[src/rtl/serial_add_ctrl.sv]
// ============================================================================
// Module   : serial_add_ctrl
// Brief    : Bit-serial adder (LSB first, one full adder, WIDTH+1 cycles per
//            operation). Define SERIAL_SUB_EN to add the sub port (a-b mode).
// Revision : 1.0  initial release
// ============================================================================
`default_nettype none

module serial_add_ctrl #(
  parameter int WIDTH = 8
) (
  input  logic             clk,
  input  logic             rst,
  input  logic             start,
  input  logic [WIDTH-1:0] a,
  input  logic [WIDTH-1:0] b,
  input  logic             cin,
`ifdef SERIAL_SUB_EN
  input  logic             sub,
`endif
  output logic             busy,
  output logic             done,
  output logic [WIDTH-1:0] sum,
  output logic             cout
);

  localparam int CW = $clog2(WIDTH + 1);
  localparam logic [CW-1:0] c_last = CW'(WIDTH - 1);

  typedef enum logic [1:0] {
    S_IDLE = 2'd0,
    S_RUN  = 2'd1,
    S_DONE = 2'd2
  } state_t;

  state_t           r_state;
  state_t           w_state_next;
  logic [WIDTH-1:0] r_a;
  logic [WIDTH-1:0] r_b;
  logic [WIDTH-1:0] r_res;
  logic [WIDTH-1:0] r_sum;
  logic             r_cout;
  logic             r_carry;
  logic [CW-1:0]    r_cnt;

  logic             w_accept;
  logic             w_last;
  logic             w_s;
  logic             w_co;
  logic [WIDTH-1:0] w_res_next;
  logic [WIDTH-1:0] w_b_load;
  logic             w_c_load;
  logic             w_unused_res;

  // Subtraction is a + ~b + 1, so only the loaded b value and carry change.
`ifdef SERIAL_SUB_EN
  assign w_b_load = sub ? ~b : b;
  assign w_c_load = sub ? 1'b1 : cin;
`else
  assign w_b_load = b;
  assign w_c_load = cin;
`endif

  assign w_accept = start && ((r_state == S_IDLE) || (r_state == S_DONE));
  assign w_last   = (r_cnt == c_last);

  assign w_s  = r_a[0] ^ r_b[0] ^ r_carry;
  assign w_co = (r_a[0] & r_b[0]) | (r_carry & (r_a[0] ^ r_b[0]));

  // The oldest bit falls off the bottom of the result register on each shift.
  generate
    if (WIDTH == 1) begin : g_res_w1
      assign w_res_next = w_s;
    end else begin : g_res_wn
      assign w_res_next = {w_s, r_res[WIDTH-1:1]};
    end
  endgenerate
  assign w_unused_res = r_res[0];

  always_ff @(posedge clk) begin
    if (rst) begin
      r_state <= S_IDLE;
    end else begin
      r_state <= w_state_next;
    end
  end

  always_comb begin
    w_state_next = r_state;
    busy         = 1'b0;
    done         = 1'b0;
    case (r_state)
      S_IDLE: begin
        if (start) w_state_next = S_RUN;
      end
      S_RUN: begin
        busy = 1'b1;
        if (w_last) w_state_next = S_DONE;
      end
      S_DONE: begin
        done         = 1'b1;
        w_state_next = start ? S_RUN : S_IDLE;
      end
      default: w_state_next = S_IDLE;
    endcase
  end

  always_ff @(posedge clk) begin
    if (rst) begin
      r_a     <= '0;
      r_b     <= '0;
      r_res   <= '0;
      r_sum   <= '0;
      r_cout  <= 1'b0;
      r_carry <= 1'b0;
      r_cnt   <= '0;
    end else if (w_accept) begin
      r_a     <= a;
      r_b     <= w_b_load;
      r_carry <= w_c_load;
      r_cnt   <= '0;
    end else if (r_state == S_RUN) begin
      r_res   <= w_res_next;
      r_carry <= w_co;
      r_a     <= r_a >> 1;
      r_b     <= r_b >> 1;
      r_cnt   <= r_cnt + CW'(1);
      // Publish together with the final bit so sum is valid while done is high.
      if (w_last) begin
        r_sum  <= w_res_next;
        r_cout <= w_co;
      end
    end
  end

  assign sum  = r_sum;
  assign cout = r_cout;

endmodule

`default_nettype wire

[config.mk]
export PLATFORM = sky130hd
export DESIGN_NAME = serial_add_ctrl
export DESIGN_NICKNAME = d
export VERILOG_FILES = /design/src/rtl/serial_add_ctrl.sv
export SDC_FILE = /design/constraint.sdc
export NUM_CORES = 1
export LEC_CHECK = 0
export BUFFER_PORTS_ARGS = -buffer_cell sky130_fd_sc_hd__clkbuf_2
export CORE_UTILIZATION = 40
export DETAILED_ROUTE_END_ITERATION = 10
export SLEW_MARGIN = 40
export SYNTH_ARGS = -nofsm -noshare
export SYNTH_HDL_FRONTEND = slang
export SYNTH_SLANG_ARGS = --single-unit
[constraint.sdc]
create_clock -name clk -period 2.04 [get_ports clk]
set_input_delay 0.408 -clock clk [delete_from_list [all_inputs] [get_ports clk]]
set_output_delay 0.408 -clock clk [all_outputs]
set_load 0.005 [all_outputs]
==> metrics.md <==
| Metric | Value |
|---|---|
| Status | `finished clean` |
| EDFF count, synth | `0` |
| Startpoint Class | `flip-flop` |
| Clock sink count | `39` |
| Post-CTS setup buffers | `0` |
| Largest net degree at the start of global routing | `49` |
| CTS tree | `built` |
| Worst path arrival time | `~1300 ps` |
| CTS Buf Count | `5` |
| Crit Path Category | `flip-flop to output port` |
| Global-route usage over all layers | `16.7%` |
| Crit path capture type | `output port` |
| Pleak | `approximately 0.00070 µW` |
| Placeable core area | `3770 µm²` |
| Vias per cell | `5.17` |
| Setup violators final | `0` |
| Filler cells | `360` |
| Worst clock skew | `6.07 ps` |
| Post-synth ARST share | `0%` |
| Post-synthesis register bit count | `39` |
| Reg2Reg Depth | `4` |
| Yosys top cell by area | `dfxtp_1` |
| Synth warnings | `0` |
| Seq/Total Area, Yosys | `48.0%` |
| Synthesized Nets | `between 200 and 250` |
| Initial Util | `43.1%` |
| Die width | `65.7 µm` |
| I/O Buffers | `30` |
| Num rows | `22` |
| Initial antenna violation count | `0` |
| Worst skew pair latency | `280 ps` |
| Final period util | `a little under nine tenths` |
| Synth top area share | `48.0%` |
| Multi-input logic area | `764 µm²` |
| RSZ-0062 raised after global routing | `false` |
| Post-Synthesis Cell Area | `1630 µm²` |
| Nets | `228` |
| Reg clk slew, reported paths | `about 70 ps` |
| DR WL/cell | `approximately 13 µm` |
| Most common library cells after synthesis | `dfxtp_1 (39), nand2_1 (29), nand2b_1 (20)` |
| Hold Crit Start | `a[7]` |
| Ys flop type | `dfxtp_1` |
| Crit path from | `r_state[1]` |
| Clock Path Buffers | `2` |
| Hpwl dp | `roughly 2000 µm` |
| I/O pin total | `31` |
| Clk root buf | `clkbuf_8` |
| First-pass GRT wire length | `5450 µm` |
| Vias | `1319` |
| Cells after Synth | `between 150 and 200` |
| Maximum VDD drop | `0.420 mV` |
| Post-Route WL | `around 3200 µm` |
| Slew at the pin closest to its max-slew limit | `about 740 ps` |
| Critical Path RT | `1630 ps` |
| Worst flop-to-flop path startpoint | `r_state[1]` |
| Synth area leaders | `dfxtp_1 (48%), nand2b_1 (7.7%), mux2i_1 (6.8%)` |
| Layout overhead on the synthesized area | `15.3%` |
| Slew HR | `50.7%` |
| Synth cell types | `26` |
| Period minus WS final | `1730 ps` |
| Max-Cap Viols | `0` |
| Total power draw | `1540 µW` |
| Slew Limit Fails | `0` |
| FMAX | `about 0.58 GHz` |
| Post_cts resized | `0` |
| Routability cong. | `0.707` |
| Syn Area/Cell | `8.98 µm²` |
| CTS H-tree depth | `2` |
| Register area | `781 µm²` |
| Starting DRT DRC Count | `56` |
| Hold/Removal Path Class | `primary input to flip-flop` |
| Final hold vios | `0` |
| ANT cells | `0` |
| Number of global-route vias before repair | `1257` |
| Crit path max fanout | `27` |
| Die area | `4320 µm²` |
| Vert. Die Dim | `65.7 µm` |
| Overflow after GRT | `0` |
| DR DRC count | `0` |
| Share of layout cells above drive strength 1 | `20.3%` |
| Setup TNS | `0 ps` |
| Hold_buf cts | `0` |
| Hold path cells | `3` |
| Most common cell in the synthesized netlist | `dfxtp_1` |
| Pwr/cell area | `821 nW/µm²` |
| First-pass DRT Iterations | `4` |
| Detail Route Antenna Nets | `0` |
-- worst max-delay path, stage by stage (launching register included) --
cell and delay [ps]:
dfxtp_1 320, nand2b_1 160, inv_2 360, clkbuf_2 200
-- registers in the layout, summed over array words and instances (netlist names) --
signal and cells:
cout 1, r_a 8, r_b 8, r_carry 1, r_cnt 4, r_res 7
r_state 2, sum 8
-- cell families after synthesis --
group / Yosys count / share of synthesized area (%)
and+or+nand+nor: 83 / 25.3
DFF: 39 / 48.0
AOI/OAI and AO/OA: 29 / 11.9
xor gates and xnor gates: 2 / 1.08
adders and majority gates: 2 / 2.00
muxes: 11 / 6.77
buffers and inverters: 15 / 4.93
-- per-stage QoR --
stage	std cells	util (%)	cell area, µm²	hold slack, ps	setup slack (ps)
CTS	255	49.7	1870	353	293
global route	255	49.7	1870	349	177
floorplan	181	-	1630	437	771
global placement	247	47.0	1770	446	629
detailed placement	247	47.0	1770	461	581
finish	255	49.7	1870	352	306
-- metal layers --
layer	part of all wire, %	global-route usage, %	vias to the layer above
met5	0	0	-
li1	-	-	670
met3	5.0	5.03	7
met2	46	27.2	34
met1	47	19.3	608
met4	2.0	8.97	0
-- power by group --
group          total [µW]  switching, µW  internal [µW]
Combinational         161           95.2           66.2
Sequential            818           21.3            797
Clock                 559            251            308
Total                1540            367           1170
-- worst paths after layout --
check | end | slack (ps)
worst max-delay path | busy | 310
worst min-delay path | r_a[7] | 350
worst max register to register | r_cnt[3] | 650
worst min register to register | r_a[7] | 470
-- cell usage in the layout (no fill, tap or decap) --
master | synthesis | layout
a22oi_1 | 3 | 3
nor2_4 | 1 | 1
clkbuf_1 | 5 | 1
mux2i_1 | 11 | 11
o21ai_0 | 1 | 1
ha_1 | 1 | 1
clkbuf_8 | 0 | 7
buf_2 | 6 | 1
nand3_1 | 5 | 5
a211oi_2 | 1 | 1
a311oi_1 | 7 | 7
nand2b_1 | 20 | 20
or3_1 | 1 | 1
nor2_1 | 8 | 8
a21oi_1 | 12 | 12
inv_2 | 1 | 1
nand3b_1 | 2 | 2
nand2_1 | 29 | 29
clkbuf_2 | 1 | 29
o22ai_1 | 5 | 5
buf_4 | 0 | 2
xnor2_1 | 1 | 1
dfxtp_1 | 39 | 39
nor3_1 | 15 | 15
fa_1 | 1 | 1
and2b_1 | 2 | 2
xor2_1 | 1 | 1
-- cell type report --
cell class	instances	share of cell area, %
Clock buffer	8	5.34
Inverter	1	0.200
Multi-Input combinational cell	127	40.8
Sequential cell	39	41.7
Tap cell	48	3.20
Timing Repair Buffer	32	8.81
(Power assumes the default switching activity.)
